## src/rtl/addsub_arb_pkg.sv

```systemverilog
// Shared definitions for the two-requester add/subtract arbiter.
// Holds the operand width and the FSM state encoding.
package addsub_arb_pkg;

    localparam int W = 8;

    typedef enum logic [1:0] {
        IDLE = 2'd0,
        EXEC = 2'd1,
        RESP = 2'd2
    } state_t;

endpackage

```

## src/rtl/addsub.sv

```systemverilog
// Registered 8-bit adder/subtractor: o <= a + b (s=0) or a - b mod 2^9 (s=1).
// Carries no reset; its output is only observed once the arbiter marks it valid.
module addsub #(
    parameter int W = 8
) (
    input  logic         clk,
    input  logic [W-1:0] a,
    input  logic [W-1:0] b,
    input  logic         s,
    output logic [W:0]   o
);

    always_ff @(posedge clk) begin
        if (s) begin
            o <= {1'b0, a} - {1'b0, b};
        end else begin
            o <= {1'b0, a} + {1'b0, b};
        end
    end

endmodule

```

## src/rtl/addsub_arb.sv

```systemverilog
// Arbitrates two requesters onto one shared addsub, one operation in flight.
// Define ADDSUB_ARB_RR_EN for round-robin; otherwise req0 has fixed priority.
module addsub_arb
    import addsub_arb_pkg::*;
#(
    parameter int W = 8
) (
    input  logic         clk,
    input  logic         rst_n,
    input  logic         req0_valid,
    input  logic         req1_valid,
    output logic         req0_ready,
    output logic         req1_ready,
    input  logic [W-1:0] req0_a,
    input  logic [W-1:0] req0_b,
    input  logic [W-1:0] req1_a,
    input  logic [W-1:0] req1_b,
    input  logic         req0_s,
    input  logic         req1_s,
    output logic         res_valid,
    input  logic         res_ready,
    output logic [W:0]   res_data,
    output logic         res_id,
    output logic         busy
);

    state_t       state_q;
    logic [W-1:0] a_q;
    logic [W-1:0] b_q;
    logic         s_q;
    logic         id_q;
    logic         gnt0;
    logic         gnt1;

`ifdef ADDSUB_ARB_RR_EN
    // last_q holds the index granted most recently; reset to 1 so req0 wins first.
    logic last_q;

    always_comb begin
        gnt0 = 1'b0;
        gnt1 = 1'b0;
        if (req0_valid && req1_valid) begin
            gnt0 = last_q;
            gnt1 = ~last_q;
        end else begin
            gnt0 = req0_valid;
            gnt1 = req1_valid;
        end
    end

    always_ff @(posedge clk) begin
        if (!rst_n) begin
            last_q <= 1'b1;
        end else if (state_q == IDLE && (gnt0 || gnt1)) begin
            last_q <= gnt1;
        end
    end
`else
    always_comb begin
        gnt0 = req0_valid;
        gnt1 = req1_valid & ~req0_valid;
    end
`endif

    // Ready is withheld while reset is asserted so no handshake is seen during reset.
    assign req0_ready = rst_n && (state_q == IDLE) && gnt0;
    assign req1_ready = rst_n && (state_q == IDLE) && gnt1;

    always_ff @(posedge clk) begin
        if (!rst_n) begin
            state_q <= IDLE;
        end else begin
            case (state_q)
                IDLE: begin
                    if (gnt0 || gnt1) begin
                        a_q     <= gnt1 ? req1_a : req0_a;
                        b_q     <= gnt1 ? req1_b : req0_b;
                        s_q     <= gnt1 ? req1_s : req0_s;
                        id_q    <= gnt1;
                        state_q <= EXEC;
                    end
                end
                EXEC:    state_q <= RESP;
                RESP: begin
                    if (res_ready) begin
                        state_q <= IDLE;
                    end
                end
                default: state_q <= IDLE;
            endcase
        end
    end

    // Operand regs stay frozen through RESP, so the registered sum stays stable.
    addsub #(.W(W)) u_addsub (
        .clk (clk),
        .a   (a_q),
        .b   (b_q),
        .s   (s_q),
        .o   (res_data)
    );

    assign res_valid = (state_q == RESP);
    assign res_id    = id_q;
    assign busy      = (state_q != IDLE);

endmodule

```

## config.mk

```make
export PLATFORM = sky130hd
export DESIGN_NAME = addsub_arb
export DESIGN_NICKNAME = d
export VERILOG_FILES = /design/src/rtl/addsub_arb_pkg.sv /design/src/rtl/addsub.sv /design/src/rtl/addsub_arb.sv
export SDC_FILE = /design/constraint.sdc
export NUM_CORES = 1
export LEC_CHECK = 0
export CAP_MARGIN = 0
export CELL_PAD_IN_SITES_DETAIL_PLACEMENT = 1
export CELL_PAD_IN_SITES_GLOBAL_PLACEMENT = 1
export CORE_ASPECT_RATIO = 1.75
export CORE_MARGIN = 1.5
export CORE_UTILIZATION = 35
export CTS_CLUSTER_DIAMETER = 50
export DETAILED_ROUTE_END_ITERATION = 6
export GPL_TIMING_DRIVEN = 0
export MAX_ROUTING_LAYER = met4
export PLACE_DENSITY = 0.81
export SLEW_MARGIN = 30
export SYNTH_ARGS = -nofsm -noshare
export SYNTH_HDL_FRONTEND = slang
export SYNTH_SLANG_ARGS = --single-unit
```

## constraint.sdc

```tcl
create_clock -name clk -period 2.7 [get_ports clk]
set_clock_uncertainty 0.15 [all_clocks]
set_input_delay 0.675 -clock clk [delete_from_list [all_inputs] [get_ports clk]]
set_output_delay 0.675 -clock clk [all_outputs]
set_load 0.01 [all_outputs]
```

# ---- Yosys cells after proc, flatten, opt, wreduce, memory -nomap -nowiden
# Cells that the tools add are included.
# W data, S select, Z words.
dict set report classes {
  n_reduce_logical 8
  add_sub_neg 2
  muxes 7
  eq_ne 4
  bitwise 2
}
# operator n
set ops {}
lappend ops {{$mux W8} 2}
lappend ops {{$add A8 B8 Y9} 1}
lappend ops {{$mux W9} 1}
lappend ops {{$sub A8 B8 Y9} 1}
lappend ops {{$pmux W2 S3} 1}
lappend ops {{$mux W2} 2}
lappend ops {{$ne A2 B1 Y1 const B} 2}
lappend ops {{$logic_and A1 B1 Y1} 3}
lappend ops {{$reduce_and A3 Y1} 1}
lappend ops {{$eq A2 B1 Y1 const B} 1}
lappend ops {{$eq A2 B2 Y1 const B} 1}
lappend ops {{$logic_not A2 Y1} 1}
lappend ops {{$reduce_and A2 Y1} 1}
lappend ops {{$reduce_bool A2 Y1} 1}
lappend ops {{$and A1 B1 Y1} 1}
lappend ops {{$logic_or A1 B1 Y1} 1}
lappend ops {{$mux W1} 1}
lappend ops {{$not A1 Y1} 1}
dict set report word_totals {
  in_bits 39
  reg_bits 29
  elab_cells 29
  out_inout_bits 14
}

# ---- Logic depth before layout (Yosys ltp)
# Gate-level depths: netlist of the first run.
dict set report depth {
  depth_word 5
  mapped_depth 10
  ltp_nobuf 10
}

# ---- By module
# A second synthesis of the first run with hierarchy kept.
dict set report unflattened {
  hier_cells 135
  area_unflattened_um2 1631.6
}
# module seq_area_each_um2 n_inst area_each_um2 cells_per_inst
set by_module_without_submodules {}
lappend by_module_without_submodules {addsub_arb 580.6 1 918.4 54}
lappend by_module_without_submodules {addsub 180.2 1 713.2 81}

# ---- Worst setup path after synthesis of the first run
# No wires, ideal clock.
dict set report synth_timing {
  path_type {register to register}
  start {reg b_q[0]}
  end {reg u_addsub.o[8]}
  n_path_buf 0
  required_ps 2425
  setup_ps 125
  path_stages_with_launch 10
  period_less_slack_ps 2246
  setup_slack_ps 454
  t_arrival_ps 1971
  path_cell_list {edfxtp_1 inv_1 ha_1 mux2_2 fa_1 nor2b_4 o2111ai_2 nand3_2 a31oi_1 xor2_1}
}
dict set report synth_via {
  elab_chain_cells 2
  word_cells_on_any_way 3
  classes_between {add/sub: 2; mux: 1}
}
# element line_no
set synth_rtl {}
lappend synth_rtl {{start: declaration} addsub_arb.sv:29} ;# logic [W-1:0] b_q;
lappend synth_rtl {{start signal: assignment} addsub_arb.sv:77} ;# b_q <= gnt1 ? req1_b : req0_b;
lappend synth_rtl {{$add A8 B8 Y9 or $sub A8 B8 Y9 (tied branches)} {addsub.sv:17, addsub.sv:15}}
lappend synth_rtl {{$mux W9 (*)} addsub.sv:14} ;# if (s) begin
lappend synth_rtl {{end signal: assignment} addsub.sv:15} ;# o <= {1'b0, a} - {1'b0, b};
lappend synth_rtl {{end signal: assignment} addsub.sv:17} ;# o <= {1'b0, a} + {1'b0, b};
lappend synth_rtl {{end: declaration} addsub.sv:10} ;# output logic [W:0] o
# Every way passes the cells marked *; elsewhere a longest branch is shown, timed or not.
# A chain may end at the register's enable or synchronous reset.

# ---- Worst setup path after layout of the first run
dict set report layout_timing {
  start {in req1_valid}
  end {out req1_ready}
}
dict set report layout_via {
  elab_chain_cells 2
}
# element line_no
set layout_rtl {}
lappend layout_rtl {{start: declaration} addsub_arb.sv:11} ;# input logic req1_valid,
lappend layout_rtl {{$and A1 B1 Y1} addsub_arb.sv:61} ;# gnt1 = req1_valid & ~req0_valid;
lappend layout_rtl {{$logic_and A1 B1 Y1} addsub_arb.sv:67} ;# assign req1_ready = rst_n && (state_q == IDLE) && gnt1;
lappend layout_rtl {{end: declaration} addsub_arb.sv:13} ;# output logic req1_ready,
# Every way passes these cells.

==> impl_metrics.csv, run 1 <==
group,metric,value,unit
sta,post-route-period-util,0.946,
clock_network,numCtsBuffers,5,
finish,stdcell_area,2210,µm²
detailed_routing,first_pass_iters,4,
worst_setup_path,end_kind,"primary output",
min_path,min_to,"state_q[1]",
clock_network,cts_max_level,2,
die,core-area,4190,µm²
power,power_frac_comb,0.326,
synthesis,yosys_warnings,0,
finish,register_area,761,µm²
worst_setup_path,crit_slowest_cell,"clkdlybuf4s50_1",
clock_network,cts.clk_slew.worst_paths,0.06,ns
run,max-cap-violations,0,
sta,fin_ws,0.147,ns
place,dp_slack,-0.609,ns
global_routing,grt_pass1_vias,1295,
detailed_routing,vias,1143,
finish,instances_no_fill,232,
clock_network,ctsLongestPathBuffers,2,
synthesis,synth_area,1550,µm²
worst_setup_path,worstRegToRegCells,9,
detailed_routing,avgRoutedWirePerCell,15.3,µm
die,pin_count,53,
sta,hold_violations,0,
worst_setup_path,r2r_slack,0.23,ns
synthesis,ys_seq_elements,29,
min_path,holdCritPathClass,"reg -> reg",
synthesis,synth_common_cells,"18 x edfxtp_1, 18 x mux2_2, 11 x dfxtp_1",
place,dp_cells,224,
sta,layout_min_cycle_time,2.55,ns
die,placementRows,31,
power,power.density,611,nW/µm²
synthesis,synth_top_area_frac,0.350,
synthesis,syn_avg_cell_area,12.6,µm²
die,start_util,0.369,
finish,layout.nets,231,
power,sw_frac_of_total,0.276,
synthesis,yosys.cell_types.count,30,
worst_setup_path,critical_path_class,"in -> out",
clock_network,cts_tree,"yes",
power,clock_power_share,0.246,
min_path,hold_depth,2,
synthesis,synth_edf_count,18,
synthesis,synth_top_cell_by_area,"edfxtp_1",
sta,setup_viol,0,
worst_setup_path,cp_num_buf_inv,3,
synthesis,synthCells,123,
detailed_routing,viasPerCell,4.93,
power,power.internal,0.979,mW
finish,antenna_cells,0,
synthesis,async_reset_ff_frac,0,
global_routing,grt_pass1_wl,5850,µm
worst_setup_path,r2r_start,"b_q[0]",
die,die_w,53.2,µm
finish,fillers,456,
sta,setup_tns,0,ns
worst_setup_path,critPathRequiredTime,1.88,ns
power,cellLeakagePower,0.883,nW
global_routing,grt_usage,0.172,
worst_setup_path,crit_chain,"clkdlybuf4s50_1 -> nor2b_2 -> buf_6 -> and3_1 -> clkbuf_2",
global_routing,grt_max_degree,19,
power,switchingPower,0.374,mW
worst_setup_path,crit_family,"buffers and inverters",
place,port_buffers,52,
synthesis,synth_area_leaders,"edfxtp_1 35%, dfxtp_1 14%, mux2_2 13%, ha_1 7.3%, xnor2_1 5.1%",
clock_network,cts-root-buf,"clkbuf_8",
sta,max_freq,0.392,GHz
global_routing,overflow,0,
run_status,status,"completed",
detailed_routing,drt_wl_total,3560,µm
worst_setup_path,critPathMaxStageDelay,0.51,ns
power,report.power.total,1.35,mW
sta,slew_viol_final,0,
finish,fin_util,0.528,
sta,relSlewSlack,0.519,
synthesis,synth-main-ff-cell,"edfxtp_1",
synthesis,ys_seq_area_frac,0.492,
worst_setup_path,crit_fanout,3,
worst_setup_path,critPathLaunchType,"primary input",
die,die-area,4840,µm²
detailed_routing,ant_nets,0,
clock_network,clock-sinks,29,
finish,multi_input_area,743,µm²
place,place.gp.congestion,0.730,
detailed_routing,drt_iter0_markers,17,
worst_setup_path,cp_data_arrival_time,1.73,ns
worst_setup_path,reg2reg_to,"u_addsub.o[8]",
sta,whs,0.417,ns
place,dp.final_hpwl,2890,µm
power,vdd.ir_drop.worst,0.416,mV
min_path,hp-start,"state_q[1]",
detailed_routing,drc,0,
finish,syn2layout_area_growth,43.2,%
die,die_h,90.9,µm
synthesis,synth_nets,172,
sta,worst-slew-pin-transition,0.722,ns
place,post_dp_cell_area,2130,µm²
finish,drive_gt1_frac,0.197,
global_routing,antenna_found_initial,0,
sta,rsz0062_at_grt,"no",
clock_network,cts_hold_buf,0,
clock_network,clk_latency,0.28,ns
power,power.share.sequential,0.427,
==> worst min-delay path, cell delays in order (launching register included) <==
cell     delay, ns
dfxtp_1       0.32
nor2b_1       0.11
o21a_1        0.11
==> registers in the layout (all words and copies together), names as in the netlist <==
register	count
res_id	1
s_q	1
u_addsub.o	9
a_q	8
state_q	2
b_q	8
==> cell usage in the layout, fill, tap and decap left out, drive strengths merged, types with 2 or more instances in the layout <==
| cell | n |
|---|---|
| edfxtp | 18 |
| and3 | 2 |
| o21ai | 3 |
| a21o | 2 |
| mux2 | 18 |
| o211a | 2 |
| nand3 | 2 |
| ha | 9 |
| clkbuf | 7 |
| xor2 | 4 |
| o21a | 2 |
| nand2b | 2 |
| nor2 | 9 |
| a21oi | 4 |
| inv | 8 |
| nor2b | 6 |
| a31oi | 3 |
| buf | 2 |
| dfxtp | 11 |
| clkinv | 3 |
| xnor2 | 9 |
| clkdlybuf4s50 | 50 |
==> per-layer routing <==
metal / global-route usage / wire length (µm)
met2: 0.324 / 2180
met1: 0.155 / 1170
met5: - / 0
met4: 0.0705 / 72
met3: 0.0348 / 139
==> power by group through the flow <==
stage                     Clock, mW  Combinational (mW)  Sequential (mW)
after detailed placement          0               0.448            0.589
after global routing          0.363               0.485            0.586
after floorplan                   0               0.207            0.611
final                         0.333               0.441            0.578
after CTS                     0.346               0.449            0.580
after global placement            0               0.426            0.585
==> repair_timing <==
action / in CTS / in global routing
buffers inserted: 1 / 0
resized for setup: 4 / 3
gates cloned: 0 / 0
setup endpoints to repair: 2 / 3
==> cell families (layout without fill, tap and decap cells) <==
logic type / count (synthesis) / count (layout) / synth area share
adder cells (fa/ha/maj): 10 / 10 / 0.0858
multiplexers: 18 / 18 / 0.131
buffers and inverters: 11 / 71 / 0.0316
AO/OA/AOI/OAI: 18 / 18 / 0.0980
XOR/XNOR: 13 / 13 / 0.0737
AND/OR/NAND/NOR: 24 / 24 / 0.0874
flip-flops: 29 / 29 / 0.492
==> area by class of cell <==
cell class / instances / area share
Sequential cell: 29 / 0.344
Multi-Input combinational cell: 83 / 0.336
Timing Repair Buffer: 53 / 0.236
Clock inverter: 3 / 0.00565
Buffer: 2 / 0.00678
Clock buffer: 5 / 0.0311
Tap cell: 49 / 0.0277
Inverter: 8 / 0.0136
==> worst max path at each step <==
stage | startpoint | endpoint | slack (ns) | cells past startpoint
finish | req1_valid | req1_ready | 0.15 | 5
global route | b_q[2] | u_addsub.o[7] | 0.03 | 9
CTS | req1_valid | req1_ready | 0.01 | 5
detailed placement | req1_valid | req1_ready | -0.61 | 6
global placement | req1_valid | req1_ready | -0.56 | 6
floorplan | b_q[0] | u_addsub.o[8] | 0.45 | 9
Note: power is estimated with default switching activity, not from simulation.
==> run 2: changes to the inputs <==
CELL_PAD_IN_SITES_DETAIL_PLACEMENT = 0   (was 1)
SLEW_MARGIN = default   (was 30)
==> impl_metrics.csv, run 2 (synthesis gave the netlist of run 1 again) <==
group,metric,value,unit
place,dp.final_hpwl,2380,µm
place,place.gp.congestion,0.730,
finish,largest_reg_flops,9,
sta,fin_ws,0.159,ns
place,dp_cells,224,
sta,post-route-period-util,0.941,
sta,relSlewSlack,0.533,
clock_network,cts_max_level,2,
sta,worst-slew-pin-transition,0.700,ns
sta,setup_viol,0,
worst_setup_path,cp_data_arrival_time,1.72,ns
global_routing,grt_pass1_wl,4940,µm
worst_setup_path,critPathLaunchType,"primary input",
sta,layout_min_cycle_time,2.54,ns
power,cellLeakagePower,0.877,nW
finish,drive_gt1_frac,0.180,
global_routing,antenna_found_initial,0,
global_routing,grt_usage,0.143,
power,power.density,608,nW/µm²
clock_network,cts_tree,"yes",
detailed_routing,ant_nets,0,
min_path,holdCritPathClass,"reg -> reg",
finish,instances_no_fill,232,
finish,reg_top3,"u_addsub.o x9, a_q x8, b_q x8",
die,die_w,53.2,µm
sta,max_freq,0.394,GHz
die,die-area,4840,µm²
detailed_routing,drt_wl_total,2950,µm
sta,setup_tns,0,ns
finish,mostFrequentLayoutCells,"50 x clkdlybuf4s50_1, 18 x mux2_2, 18 x edfxtp_1",
clock_network,cts-root-buf,"clkbuf_8",
finish,layout.nets,231,
finish,syn2layout_area_growth,42.7,%
die,die_h,90.9,µm
worst_setup_path,critical_path_class,"in -> out",
sta,hold_violations,0,
finish,final_common_cell,"clkdlybuf4s50_1",
run_status,status,"completed",
die,pin_count,53,
detailed_routing,drt_iter0_markers,12,
die,core-area,4190,µm²
die,start_util,0.369,
worst_setup_path,critPathRequiredTime,1.88,ns
detailed_routing,vias,1104,
global_routing,grt_pass1_vias,1186,
power,vdd.ir_drop.worst,0.366,mV
worst_setup_path,crit_fanout,3,
detailed_routing,avgRoutedWirePerCell,12.7,µm
clock_network,clock-sinks,29,
detailed_routing,viasPerCell,4.76,
place,dp_slack,-0.563,ns
global_routing,grt_max_degree,19,
clock_network,cts.clk_slew.worst_paths,0.06,ns
die,placementRows,31,
clock_network,clk_latency,0.28,ns
sta,slew_viol_final,0,
worst_setup_path,r2r_slack,0.25,ns
sta,whs,0.413,ns
detailed_routing,drc,0,
worst_setup_path,end_kind,"primary output",
finish,antenna_cells,0,
global_routing,overflow,0,
clock_network,ctsLongestPathBuffers,2,
run,max-cap-violations,0,
finish,regMostFlops,"u_addsub.o",
clock_network,numCtsBuffers,5,
sta,rsz0062_at_grt,"no",
detailed_routing,first_pass_iters,4,
place,port_buffers,52,
[run 2: cell count changes in the layout (fill, tap and decap cells not counted), sizes merged]
cell | previous run | this run
clkbuf | 7 | 9
clkinv | 3 | 1
[run 2: critical path: stages]
cell             delay, ns
clkdlybuf4s50_1       0.49
nor2b_1               0.16
buf_6                 0.11
and3_1                0.15
clkbuf_2              0.13
[run 2: final timing paths]
kind / end / startpoint / depth (start not counted)
hold / removal: state_q[1] / state_q[1] / 2
hold reg to reg: state_q[1] / state_q[1] / 2
setup / recovery: req1_ready / req1_valid / 5
setup reg to reg: u_addsub.o[7] / b_q[0] / 10
[run 2: area by class of cell]
cell class	count	area [µm²]
timing repair buffer	53	522
sequential	29	761
clock inverter	1	3.75
buffer	2	15.0
multi-input combinational	83	736
inverter	8	30.0
fill	389	1980
clock buffer	7	76.3
tap	49	61.3
[run 2: power breakdown]
part / internal [mW] / switching (mW)
clock: 0.179 / 0.158
combinational: 0.253 / 0.175
sequential: 0.552 / 0.0238
[run 2: through the flow]
stage / power [mW] / util / instance area (µm²)
finish: 1.34 / 0.526 / 2200
global route: 1.42 / 0.526 / 2200
CTS: 1.36 / 0.527 / 2210
detailed placement: 1.02 / 0.508 / 2130
global placement: 1.01 / 0.508 / 2130
floorplan: 0.818 / - / 1550
[run 2: per-layer routing]
layer | wire [µm] | global-route usage
met1 | 1080 | 0.126
met5 | 0 | -
met3 | 165 | 0.0364
met4 | 66 | 0.0705
met2 | 1640 | 0.260
[run 2: what timing repair did]
action | in CTS | in global routing
setup endpoints to repair | 2 | 1
hold buffers | 0 | 0
buffers inserted | 1 | 0
resized for setup | 3 | 2
==> run 3: changes to the inputs <==
CELL_PAD_IN_SITES_DETAIL_PLACEMENT = 2   (was 0)
CELL_PAD_IN_SITES_GLOBAL_PLACEMENT = 2   (was 1)
CORE_UTILIZATION = 28   (was 35)
PLACE_DENSITY = 0.8   (was 0.81)
==> impl_metrics.csv, run 3 (synthesis gave the netlist of run 1 again) <==
group,metric,value,unit
run_status,status,"completed",
finish,reg_top3,"u_addsub.o x9, a_q x8, b_q x8",
die,die_w,59.2,µm
clock_network,clock-sinks,29,
worst_setup_path,cp_data_arrival_time,1.73,ns
power,power.density,621,nW/µm²
clock_network,cts-root-buf,"clkbuf_8",
detailed_routing,ant_nets,0,
place,place.gp.congestion,0.750,
detailed_routing,avgRoutedWirePerCell,16.2,µm
clock_network,cts.clk_slew.worst_paths,0.06,ns
die,die-area,5990,µm²
global_routing,grt_pass1_vias,1366,
worst_setup_path,critPathLaunchType,"primary input",
die,start_util,0.292,
finish,register_area,761,µm²
clock_network,clk_latency,0.28,ns
power,cellLeakagePower,0.890,nW
finish,regMostFlops,"u_addsub.o",
clock_network,numCtsBuffers,5,
finish,largest_reg_flops,9,
die,pin_count,53,
detailed_routing,first_pass_iters,3,
worst_setup_path,crit_fanout,3,
place,port_buffers,52,
worst_setup_path,critical_path_class,"in -> out",
clock_network,cts_hold_buf,0,
sta,slew_viol_final,0,
place,dp.final_hpwl,3410,µm
detailed_routing,drt_wl_total,4150,µm
finish,antenna_cells,0,
die,core-area,5300,µm²
worst_setup_path,crit_slowest_cell,"clkdlybuf4s50_1",
sta,hold_violations,0,
global_routing,antenna_found_initial,0,
worst_setup_path,end_kind,"primary output",
run,max-cap-violations,0,
finish,layout.nets,231,
detailed_routing,viasPerCell,4.51,
clock_network,cts_tree,"yes",
sta,relSlewSlack,0.516,
sta,layout_min_cycle_time,2.55,ns
sta,whs,0.444,ns
finish,drive_gt1_frac,0.197,
worst_setup_path,crit_chain,"clkdlybuf4s50_1 -> nor2b_4 -> buf_6 -> and3_1 -> clkbuf_2",
sta,setup_tns,0,ns
worst_setup_path,critPathMaxStageDelay,0.51,ns
worst_setup_path,critPathRequiredTime,1.88,ns
global_routing,grt_max_degree,19,
sta,setup_viol,0,
finish,mostFrequentLayoutCells,"49 x clkdlybuf4s50_1, 18 x mux2_2, 18 x edfxtp_1",
power,vdd.ir_drop.worst,0.239,mV
finish,multi_input_area,748,µm²
min_path,holdCritPathClass,"reg -> reg",
global_routing,grt_usage,0.161,
detailed_routing,drc,0,
sta,rsz0062_at_grt,"no",
finish,syn2layout_area_growth,46.1,%
sta,worst-slew-pin-transition,0.727,ns
die,placementRows,35,
sta,max_freq,0.392,GHz
clock_network,cts_max_level,2,
sta,post-route-period-util,0.946,
global_routing,grt_pass1_wl,6630,µm
clock_network,ctsLongestPathBuffers,2,
detailed_routing,vias,1158,
finish,final_common_cell,"clkdlybuf4s50_1",
detailed_routing,drt_iter0_markers,18,
global_routing,overflow,0,
die,die_h,101,µm
finish,fillers,551,
-- run 3: cell count changes in the layout (fill, tap and decap cells not counted), sizes merged --
| cell | before | now |
|---|---|---|
| clkdlybuf4s50 | 50 | 49 |
| dlygate4sd2 | 1 | 2 |
| clkinv | 1 | 0 |
| clkbuf | 9 | 10 |
-- run 3: path summary, 6_finish.rpt --
kind / slack [ns] / cells after the start / endpoint / from
hold / removal: 0.44 / 2 / u_addsub.o[0] / b_q[0]
hold reg to reg: 0.44 / 2 / u_addsub.o[0] / b_q[0]
setup / recovery: 0.15 / 5 / req1_ready / req1_valid
setup reg to reg: 0.17 / 8 / u_addsub.o[8] / s_q
-- run 3: routing by layer --
layer  up-vias  global-route usage  part of all wire
met5         -                   -                 0
met3         7              0.0268             0.030
met1       565               0.131              0.31
met4         0              0.0734             0.022
li1        553                   -                 -
met2        33               0.325              0.64
-- run 3: power by group --
part	leakage, nW	switching (mW)	internal, mW	total [mW]
registers	0.262	0.0265	0.552	0.578
logic	0.583	0.197	0.255	0.452
clock network	0.0455	0.163	0.208	0.371
-- run 3: critical path: cells and delay by family --
kind | cells | cell delay (ns)
buf+inv | 3 | 0.74
simple gates | 2 | 0.31
-- run 3: cell type report --
type                    count  share of cell area
multi-input cells          83               0.331
plain buffers               2             0.00665
flip-flops and latches     29               0.337
inverters                   8              0.0133
clock buffers               8              0.0399
repair buffers             53               0.231
well taps                  74              0.0410
-- run 3: what timing repair did --
action / in CTS / in global routing
resized for setup: 5 / 4
setup buffers: 1 / 0
hold endpoints to repair: 0 / 0
setup endpoints to repair: 2 / 3
-- run 3: metrics by stage --
stage / cells / worst slack (ns) / util / instance area, µm² / power, mW
3_5_place_dp: 249 / -0.583 / 0.407 / 2160 / 1.04
5_1_grt: 257 / 0.0135 / 0.426 / 2260 / 1.47
2_1_floorplan: 123 / 0.454 / - / 1550 / 0.818
3_3_place_gp: 249 / -0.540 / 0.407 / 2160 / 1.02
4_1_cts: 257 / 0.00655 / 0.425 / 2250 / 1.42
6_report: 257 / 0.146 / 0.426 / 2260 / 1.40
